[src/rtl/blowfish_pkg.sv]
// Shared constants for the pipeline slice: default data width and the
// helper that sizes the occupancy counter for a given stage count.
package blowfish_pkg;

   localparam int BF_HALF_W = 32;

   // Bits needed to count 0..depth occupied stages inclusive.
   function automatic int cnt_w(input int depth);
      return (depth < 1) ? 1 : $clog2(depth + 1);
   endfunction

endpackage

[src/rtl/pipo_pipeline_stage.sv]
// One data+valid register slice. It takes the upstream word when load is set,
// and a clear drops the valid bit while keeping the data.
module pipo_stage #(
   parameter int WIDTH = 32
) (
   input  logic             clk,
   input  logic             rst,
   input  logic             load,
   input  logic             clear,
   input  logic [WIDTH-1:0] d_in,
   input  logic             v_in,
   output logic [WIDTH-1:0] data,
   output logic             valid,
   output logic             valid_next
);

   logic [WIDTH-1:0] data_q, data_d;
   logic             valid_q, valid_d;

   // A bubble moves down the pipe as a cleared valid bit and leaves the data alone.
   always_comb begin
      data_d  = data_q;
      valid_d = valid_q;
      if (clear) begin
         valid_d = 1'b0;
      end else if (load) begin
         valid_d = v_in;
         if (v_in) begin
            data_d = d_in;
         end
      end
   end

   always_ff @(posedge clk or negedge rst) begin
      if (!rst) begin
         data_q  <= '0;
         valid_q <= 1'b0;
      end else begin
         data_q  <= data_d;
         valid_q <= valid_d;
      end
   end

   assign data       = data_q;
   assign valid      = valid_q;
   assign valid_next = valid_d;

endmodule

[src/rtl/pipo_pipeline.sv]
// Valid/ready register pipeline. Bubbles collapse through a combinational ready chain.
// The optional synchronous flush port is enabled with `define PIPO_PIPE_FLUSH_EN.
module pipo_pipeline
   import blowfish_pkg::*;
#(
   parameter int WIDTH = BF_HALF_W,
   parameter int DEPTH = 2
) (
   input  logic                      clk,
   input  logic                      rst,
   input  logic [WIDTH-1:0]          in_data,
   input  logic                      in_valid,
   output logic                      in_ready,
   output logic [WIDTH-1:0]          out_data,
   output logic                      out_valid,
   input  logic                      out_ready,
   output logic [cnt_w(DEPTH)-1:0]   fill_count
`ifdef PIPO_PIPE_FLUSH_EN
   ,
   input  logic                      flush
`endif
);

   localparam int CW = cnt_w(DEPTH);

   logic                        flush_i;
   logic [DEPTH:0]              ready;
   logic [DEPTH-1:0]            valid;
   logic [DEPTH-1:0]            valid_nxt;
   logic [DEPTH-1:0]            src_valid;
   logic [DEPTH-1:0][WIDTH-1:0] data;
   logic [DEPTH-1:0][WIDTH-1:0] src_data;
   logic [CW-1:0]               fill_count_q, fill_count_d;

`ifdef PIPO_PIPE_FLUSH_EN
   assign flush_i = flush;
`else
   assign flush_i = 1'b0;
`endif

   // A stage can take a word if it is empty or if its own word moves on this cycle.
   always_comb begin
      ready        = '0;
      ready[DEPTH] = out_ready;
      for (int k = DEPTH - 1; k >= 0; k--) begin
         ready[k] = !valid[k] || ready[k+1];
      end
   end

   always_comb begin
      src_data     = '0;
      src_valid    = '0;
      src_data[0]  = in_data;
      src_valid[0] = in_valid;
      for (int k = 1; k < DEPTH; k++) begin
         src_data[k]  = data[k-1];
         src_valid[k] = valid[k-1];
      end
   end

   for (genvar k = 0; k < DEPTH; k++) begin : g_stage
      pipo_stage #(.WIDTH(WIDTH)) u_stage (
         .clk        (clk),
         .rst        (rst),
         .load       (ready[k]),
         .clear      (flush_i),
         .d_in       (src_data[k]),
         .v_in       (src_valid[k]),
         .data       (data[k]),
         .valid      (valid[k]),
         .valid_next (valid_nxt[k])
      );
   end

   // The count tracks the next valid vector so it registers together with the stages.
   always_comb begin
      fill_count_d = '0;
      for (int k = 0; k < DEPTH; k++) begin
         fill_count_d = fill_count_d + CW'(valid_nxt[k]);
      end
   end

   always_ff @(posedge clk or negedge rst) begin
      if (!rst) begin
         fill_count_q <= '0;
      end else begin
         fill_count_q <= fill_count_d;
      end
   end

   assign in_ready   = ready[0] && rst && !flush_i;
   assign out_valid  = valid[DEPTH-1] && !flush_i;
   assign out_data   = data[DEPTH-1];
   assign fill_count = fill_count_q;

endmodule
[config.mk]
export PLATFORM = sky130hd
export DESIGN_NAME = pipo_pipeline
export DESIGN_NICKNAME = d
export VERILOG_FILES = /design/src/rtl/blowfish_pkg.sv /design/src/rtl/pipo_pipeline_stage.sv /design/src/rtl/pipo_pipeline.sv
export SDC_FILE = /design/constraint.sdc
export NUM_CORES = 1
export LEC_CHECK = 0
export CAP_MARGIN = 20
export CORE_MARGIN = 5
export CORE_UTILIZATION = 49
export CTS_CLUSTER_DIAMETER = 30
export DETAILED_ROUTE_END_ITERATION = 8
export GPL_TIMING_DRIVEN = 0
export PLACE_DENSITY = 0.8
export SLEW_MARGIN = 30
export SYNTH_ARGS = -nofsm -noshare
export SYNTH_HDL_FRONTEND = slang
export SYNTH_SLANG_ARGS = --single-unit
[constraint.sdc]
create_clock -name clk -period 1.4 [get_ports clk]
set_clock_uncertainty 0.05 [all_clocks]
set_input_delay 0.42 -clock clk [delete_from_list [all_inputs] [get_ports clk]]
set_output_delay 0.42 -clock clk [all_outputs]
set_load 0.02 [all_outputs]
Word level (Yosys, flattened, before mapping)

Index checks and enable logic that the tools add are counted.

Add/subtract/negate cells: 1
Muxes and demuxes: 2
Reduce and logical (&&, ||, !) cells: 7

Operators with widths:

| cell                 | count |
|---|---|
| AND reduction 2 bit  | 2 |
| adder 1 x 1 -> 2 bit | 1 |
| logical NOT 1 bit    | 2 |
| logical OR 1 bit     | 2 |
| two-way mux 1 bit    | 2 |
| logical AND 1 bit    | 1 |

Word-level logic and storage cells: 15
Input bits: 36
Output and inout bits: 36
Register bits after elaboration: 68

Logic depth before layout (Yosys ltp)

Gate-level depths: netlist of run 1.

Depth after elaboration: 5
Gate-level depth with buffers: 4
Gate-level depth less buffers: 3

Modules after synthesis

From an unflattened synthesis of run 1, not the netlist that was laid out.

Cell total of the unflattened synthesis: 149
Area total of the unflattened synthesis: 2834.0 um^2

Modules (own cells, without submodules):

| module        | cells each | sequential area each (um^2) | instances | area an instance (um^2) |
|---|---|---|---|---|
| pipo_stage    | 71         | 825.8                       | 2         | 1366.3 |
| pipo_pipeline | 7          | 50.0                        | 1         | 101.3 |

Worst setup path after synthesis of run 1

No wires, ideal clock.

Path kind: input to register
From: input port out_ready
To: register g_stage[0].u_stage.data_q[10]
Buffers on the path: 1
Path slack: -0.004 ns
Data required time: 1.225 ns
Arrival time: 1.229 ns
Stages on the path: 4
Library setup time: 0.125 ns
Cell sequence: nand3b_2 > nand2_4 > buf_12 > mux2_4

Longest elaborated chain between the ends: 3

RTL lines:

| item                          | RTL line                  | RTL |
|---|---|---|
| start: declaration            | pipo_pipeline.sv:16       | `input logic out_ready,` |
| logical OR 1 bit (2 in a row) | pipo_pipeline.sv:46       | `ready[k] = !valid[k] \|\| ready[k+1];` |
| AND reduction 2 bit (no line) | --                        |  |
| end signal: assignment        | pipo_pipeline_stage.sv:39 | `data_q <= data_d;` |
| end: declaration              | pipo_pipeline_stage.sv:17 | `logic [WIDTH-1:0] data_q, data_d;` |

No other way between the ends.
A chain may end at the register's enable or synchronous reset.

Worst setup path in the final report of run 1

From: register g_stage[0].u_stage.valid_q
To: output port in_ready

Longest elaborated chain between the ends: 3

RTL lines:

| item                     | RTL line                  | RTL |
|---|---|---|
| start: declaration       | pipo_pipeline_stage.sv:18 | `logic valid_q, valid_d;` |
| start signal: assignment | pipo_pipeline_stage.sv:40 | `valid_q <= valid_d;` |
| logical NOT 1 bit        | pipo_pipeline.sv:46       |  |
| logical OR 1 bit         | pipo_pipeline.sv:46       |  |
| logical AND 1 bit        | pipo_pipeline.sv:91       | `assign in_ready = ready[0] && rst && !flush_i;` |
| end: declaration         | pipo_pipeline.sv:13       | `output logic in_ready,` |

No other way between the ends.

==> flow_summary.json, run 1 <==
{
  "outcome": "complete, but fails checks",
  "violations": "hold timing, setup timing",
  "antenna_found_initial": 0,
  "setup_viol": 31,
  "cts.clk_slew.worst_paths_ps": 70,
  "ir_worst_vdd_v": 0.0009964,
  "hold_viol": 28,
  "worstPathMaxFanout": 2,
  "worst_setup_path_end_kind": "output port",
  "ys_ff_latch": 68,
  "synth_area_leaders": "dfrtp_1 58%, mux2_4 15%, mux2_2 13%, buf_4 8.2%, buf_12 2.0%",
  "layout-drive-gt1-share_pct": 59.30,
  "synth.largest_area_cell": "dfrtp_1",
  "wire_per_inst_um": 15.84,
  "netlist.area_leader.share_pct": 57.97,
  "fmax_mhz": 643.5,
  "synthCells": 178,
  "tns_ps": -1564,
  "num_io_pins": 72,
  "yosysWarnings": 0,
  "nNetsFinal": 290,
  "start_kind": "flip-flop",
  "fin_crit_sh_pct": 111.0,
  "p_seq_share_pct": 42.0,
  "die_area_um2": 7638,
  "clkPwrFrac_pct": 25.4,
  "layout_setup_ws_ps": -154.1,
  "grt_max_degree": 41,
  "critPathArrivalTime_ps": 1080,
  "swShare_pct": 27.49,
  "syn_area_per_cell_um2": 16.49,
  "worstMarginPinSlew_ps": 281.5,
  "die_h_um": 87.40,
  "stdcell_count": 333,
  "syn_area_um2": 2935,
  "pre_cts_slack_ps": -881.2,
  "p_switching_mw": 1.705,
  "htree_num_levels": 3,
  "final.min_clock_period_ps": 1554,
  "grt_pass1_wl_um": 8562,
  "antennaDiodeCount": 0,
  "initial_utilization_pct": 49.87,
  "worst_hold_slack_ps": -94.63,
  "synth.distinct_cells": 12,
  "drv_slew": 0,
  "drv_cap": 0,
  "fp.dieW_um": 87.40,
  "dpl.hpwl_um": 3470,
  "critPathKind": "reg2out",
  "gp_congestion": 0.6718,
  "grt_pass1_vias": 1764,
  "hp-class": "in2async",
  "design_area_um2": 4146,
  "core_um2": 5886,
  "finalPower_mw": 6.201,
  "p_per_area_nw_per_um2": 1495,
  "portBuffers": 71,
  "power.leakage_nw": 1.947,
  "ant_nets": 0,
  "grt.overflow.total": 0,
  "mappedNetlistNets": 215,
  "route.detailed.drc": 0,
  "placed_area_um2": 3757,
  "relSlewSlack_pct": 81.23,
  "p_int_mw": 4.496,
  "root_buffer": "clkbuf_8",
  "dr.pass1.iters": 3,
  "grtUsageTotal_pct": 14.90,
  "syn_to_final_growth_pct": 41.26,
  "dp_cells": 325,
  "vias_per_cell": 4.787,
  "pwr-share-comb_pct": 32.5,
  "drt_iter0_markers": 36,
  "rows": 28,
  "required_ps": 930,
  "clock_path_buffers": 2,
  "numCtsBuffers": 9,
  "routed_wl_um": 5276,
  "yosysSeqAreaShare_pct": 57.97,
  "vias": 1594,
  "cts_sinks": 68,
  "utilization_pct": 70.45,
  "rsz0062_at_grt": "true",
  "cts_tree": "yes",
  "clkLatencyLatePin_ps": 330
}
## repair_timing
action,in CTS,in global routing
endpoints found under the setup margin,98,67
buffers inserted,8,1
pin swaps,1,0
gates cloned,3,3
hold endpoints to repair,28,28
gates resized for setup,239,2
## final cells by class
cell class | count | area, um2
buffer | 15 | 206.4
clock inverter | 6 | 63.81
tap | 75 | 93.84
timing repair buffer | 87 | 1002
multi-input combinational | 72 | 940.9
sequential | 68 | 1702
fill | 423 | 1739
clock buffer | 10 | 137.6
## cell usage after synthesis (all sizes together)
| cell type | n |
|---|---|
| nand2b | 3 |
| dfrtp | 68 |
| and2 | 1 |
| nand3b | 1 |
| ha | 1 |
| nand2 | 2 |
| mux2 | 64 |
| buf | 38 |
## kinds of logic (layout without fill, tap and decap cells)
family / after synthesis / count (layout) / synth area share (%)
adder cells (fa/ha/maj): 1 / 1 / 0.4262
multiplexers: 64 / 64 / 28.39
buffers and inverters: 38 / 118 / 11.38
flip-flops: 68 / 68 / 57.97
AND/OR/NAND/NOR: 7 / 7 / 1.833
## placed cells by master, fill, tap and decap left out
| cell | n |
|---|---|
| bufinv_16 | 1 |
| mux2_2 | 34 |
| clkinv_4 | 1 |
| clkbuf_16 | 3 |
| clkbuf_8 | 10 |
| buf_16 | 1 |
| dlymetal6s2s_1 | 1 |
| dfrtp_1 | 68 |
| buf_12 | 4 |
| clkinv_2 | 2 |
| clkinvlp_4 | 2 |
| nand2b_4 | 1 |
| buf_6 | 44 |
| nand2b_1 | 2 |
| bufbuf_16 | 2 |
| clkdlybuf4s50_1 | 32 |
| ha_1 | 1 |
| mux2_4 | 30 |
| and2_4 | 1 |
| nand3b_4 | 1 |
| nand2_8 | 2 |
| buf_8 | 3 |
| buf_4 | 9 |
| buf_2 | 2 |
| clkdlybuf4s15_1 | 1 |
## metal layers
metal	part of all wire [%]	global-route usage [%]	vias to the layer above
met3	6.4	4.920	9
met1	44	18.97	802
met5	0	0	-
met4	1.4	5.439	0
li1	-	-	735
met2	48	23.70	48
## registers in the layout, indices dropped and copies added, names as in the netlist
name	flops
g_stage.u_stage.valid	2
g_stage.u_stage.data	64
fill_count	2
## final timing paths
check | startpoint | end | slack (ps) | cells past startpoint
max in group asynchronous | rst | g_stage[0].u_stage.data[31] | 900 | 2
max | g_stage[0].u_stage.valid | in_ready | -150 | 3
max reg2reg | g_stage[1].u_stage.valid | g_stage[1].u_stage.data[10] | -70 | 5
min | rst | g_stage[0].u_stage.data[8] | -90 | 1
min in group clk | g_stage[0].u_stage.data[31] | g_stage[1].u_stage.data[31] | 450 | 1
min reg2reg | g_stage[0].u_stage.data[31] | g_stage[1].u_stage.data[31] | 450 | 1
## power groups by stage
| stage | Combinational [mW] | Clock (mW) | Sequential (mW) |
|---|---|---|---|
| after CTS | 2.10 | 1.61 | 2.60 |
| after global routing | 2.14 | 1.71 | 2.66 |
| after detailed placement | 2.01 | 0 | 2.59 |
| after global placement | 1.97 | 0 | 2.57 |
| final | 2.02 | 1.58 | 2.61 |
| after floorplan | 1.27 | 0 | 2.54 |
## worst max-delay path: stages (launching register included)
cell      delay [ps]
dfrtp_1          390
nand3b_4          90
and2_4           160
buf_6            120
Power figures use the tool's default switching activity.
==> run 2: changes to the inputs <==
--- a/config.mk
+++ b/config.mk
@@ -7,7 +7,7 @@
 export LEC_CHECK = 0
 export CAP_MARGIN = 20
 export CORE_MARGIN = 5
-export CORE_UTILIZATION = 49
+export CORE_UTILIZATION = 48
 export CTS_CLUSTER_DIAMETER = 30
 export DETAILED_ROUTE_END_ITERATION = 8
 export GPL_TIMING_DRIVEN = 0
@@ -15,4 +15,5 @@
 export SLEW_MARGIN = 30
 export SYNTH_ARGS = -nofsm -noshare
 export SYNTH_HDL_FRONTEND = slang
+export SYNTH_HIERARCHICAL = 1
 export SYNTH_SLANG_ARGS = --single-unit
==> run 2 against run 1 <==
The flow still finishes with violations (hold timing, setup timing); synthesized area shrank 3.5%; worst hold slack gained 5.3 ps; worst setup slack lost 18 ps; largest power group unchanged.
==> flow_summary.json, run 2 <==
{
  "synth-simple-area-share_pct": 2.914,
  "ir_worst_vdd_v": 0.0007977,
  "dpl.hpwl_um": 3710,
  "largest_register_ffs": 64,
  "nNetsFinal": 288,
  "ys.flop_type": "dfrtp_1",
  "grt.overflow.total": 0,
  "dr.pass1.iters": 3,
  "violations": "hold timing, setup timing",
  "power.leakage_nw": 2.087,
  "htree_num_levels": 3,
  "route.detailed.drc": 0,
  "cts_sinks": 68,
  "synth.distinct_cells": 11,
  "syn_area_um2": 2834,
  "fin_crit_sh_pct": 112.3,
  "core_um2": 5816,
  "die_h_um": 86.84,
  "worst_setup_path_end_kind": "output port",
  "final_cell_mix": "66 x dfrtp_1, 60 x mux2_4, 33 x buf_2",
  "syn_to_final_growth_pct": 43.13,
  "synth_commonest_cells": "68 x dfrtp_1, 60 x mux2_4, 6 x buf_6",
  "synth.largest_area_cell": "dfrtp_1",
  "critPathBufInv": 2,
  "initial_utilization_pct": 48.73,
  "syn_area_per_cell_um2": 19.02,
  "ant_nets": 0,
  "grtUsageTotal_pct": 16.43,
  "clkLatencyLatePin_ps": 330,
  "yosysMostFrequentCell": "dfrtp_1",
  "drv_cap": 0,
  "start_kind": "input port",
  "timing.rr.start": "g_stage[1].u_stage/valid",
  "numCtsBuffers": 9,
  "stdcell_count": 331,
  "antennaDiodeCount": 0,
  "cp.depth": 4,
  "grt_pass1_vias": 1829,
  "synth_area_leaders": "dfrtp_1 60%, mux2_4 32%, buf_6 2.4%, nand3b_4 2.1%, mux2_2 1.6%",
  "final_common_cell": "dfrtp_1",
  "cpPeakStageDelay_ps": 240,
  "dp_cells": 299,
  "num_io_pins": 72,
  "synth_edf_count": 0,
  "grt_max_degree": 40,
  "r2r_slack_ps": -140,
  "async_flop_share_pct": 100.0,
  "layout-drive-gt1-share_pct": 57.42,
  "synth_xor_area_share_pct": 0,
  "cp_cell_sequence": "dlygate4sd2_1 -> nand3b_4 -> and2_4 -> buf_6",
  "drt_iter0_markers": 41,
  "root_buffer": "clkbuf_8",
  "cts_tree": "yes",
  "rows": 28,
  "cts.clk_slew.worst_paths_ps": 80,
  "portBuffers": 71,
  "hold_viol": 29,
  "synthCells": 149,
  "critPathArrivalTime_ps": 1100,
  "grt_pass1_wl_um": 9294,
  "yosysWarnings": 6,
  "critPathKind": "in2out",
  "multiInputGateArea_um2": 1084,
  "regArea_um2": 1704,
  "p_per_area_nw_per_um2": 1549,
  "routed_wl_um": 5740,
  "drv_slew": 0,
  "worstPathMaxFanout": 2,
  "fmax_mhz": 635.9,
  "synth.mux.area_fraction_pct": 34.08,
  "layout_setup_ws_ps": -172.6,
  "gp_congestion": 0.6810,
  "die_area_um2": 7541,
  "synth_top_family_by_area": "multiplexers",
  "clock_path_buffers": 2,
  "netlist.area_leader.share_pct": 60.04,
  "final.min_clock_period_ps": 1573,
  "rsz0062_at_grt": "true",
  "vias_per_cell": 4.804,
  "wire_per_inst_um": 17.34,
  "yosysSeqAreaShare_pct": 60.04,
  "antenna_found_initial": 0,
  "startpoint": "out_ready",
  "vias": 1590,
  "required_ps": 930,
  "fp.dieW_um": 86.84,
  "setup_viol": 66,
  "reg2reg_to": "g_stage[0].u_stage/data[29]",
  "synth_fa_ha_area_share_pct": 0.4415,
  "ys_ff_latch": 68,
  "worst_hold_slack_ps": -89.32,
  "utilization_pct": 69.75,
  "endpoint": "in_ready",
  "hp-class": "in2async",
  "outcome": "complete, but fails checks",
  "cpMaxStageDelayCell": "dlygate4sd2_1",
  "reg2reg_depth": 6,
  "cp_top_family": "buffers and inverters",
  "fill_cells": 408,
  "synth_compound_area_share_pct": 0
}
[run 2: cell types whose count changed in the layout (fill, tap and decap cells not counted), sizes merged, moves of 3 or more]
cell,change
clkbuf,-4
conb,+4
buf,-3
clkinv,-3
[run 2: per-layer routing]
metal  GRT usage (%)  vias up  wire length, um
li1                -      729                -
met1           21.01      810             2464
met2           26.98       44             2914
met3           3.232        7              286
met4           7.365        0               75
met5               0        -                0
[run 2: final cells by class]
class                   instances  share of cell area (%)
flip-flops and latches         68                   42.01
multi-input cells              78                   26.71
repair buffers                 88                   19.93
clock buffers                   9                   3.054
clock inverters                 7                   3.023
plain buffers                   6                   2.961
well taps                      75                   2.313
[run 2: how the worst min path moves through the flow]
| stage | startpoint | to | cells past startpoint |
|---|---|---|---|
| detailed placement | rst | g_stage[0].u_stage/data[28] | 1 |
| global route | rst | g_stage[0].u_stage/data[21] | 1 |
| global placement | g_stage[0].u_stage/data[27] | g_stage[1].u_stage/data[27] | 1 |
| CTS | rst | g_stage[0].u_stage/data[25] | 1 |
| floorplan | rst | fill_count[0] | 0 |
| finish | rst | g_stage[0].u_stage/data[21] | 1 |
[run 2: what timing repair did]
item / in CTS / in global routing
resized for setup: 171 / 4
endpoints found under the setup margin: 97 / 68
gates cloned: 4 / 0
setup buffers: 12 / 0
pin swaps: 1 / 1
endpoints found under the hold margin: 29 / 29
[run 2: power by group]
part / leakage (nW) / switching, mW / internal (mW)
clock: 0.116 / 0.775 / 1.20
combinational: 1.16 / 0.736 / 0.942
sequential: 0.807 / 0.246 / 2.39
[run 2: worst register-to-register path: stages (launching register included)]
cell and delay, ps:
dfrtp_2 430, nand3b_4 90, buf_4 130, nand3b_4 120
buf_12 170, buf_12 150, mux2_4 300
[run 2: per-stage QoR]
step | instance area, um2 | total power, mW | setup WS, ps | TNS [ps]
5_1_grt | 4056 | 6.546 | -206.6 | -9393
3_5_place_dp | 3669 | 4.534 | -853.0 | -32580
2_1_floorplan | 2846 | 3.664 | 26.50 | 0
6_report | 4056 | 6.282 | -172.6 | -6961
3_3_place_gp | 3651 | 4.479 | -3270 | -198940
4_1_cts | 4043 | 6.340 | -172.0 | -5757
[run 2: cells by family (layout without fill, tap and decap cells)]
kind of cell             after synthesis  in the layout
adder cells (fa/ha/maj)                1              1
buffers and inverters                  6            110
flip-flops                            68             68
multiplexers                          66             66
other                                  1              4
AND/OR/NAND/NOR                        7              7
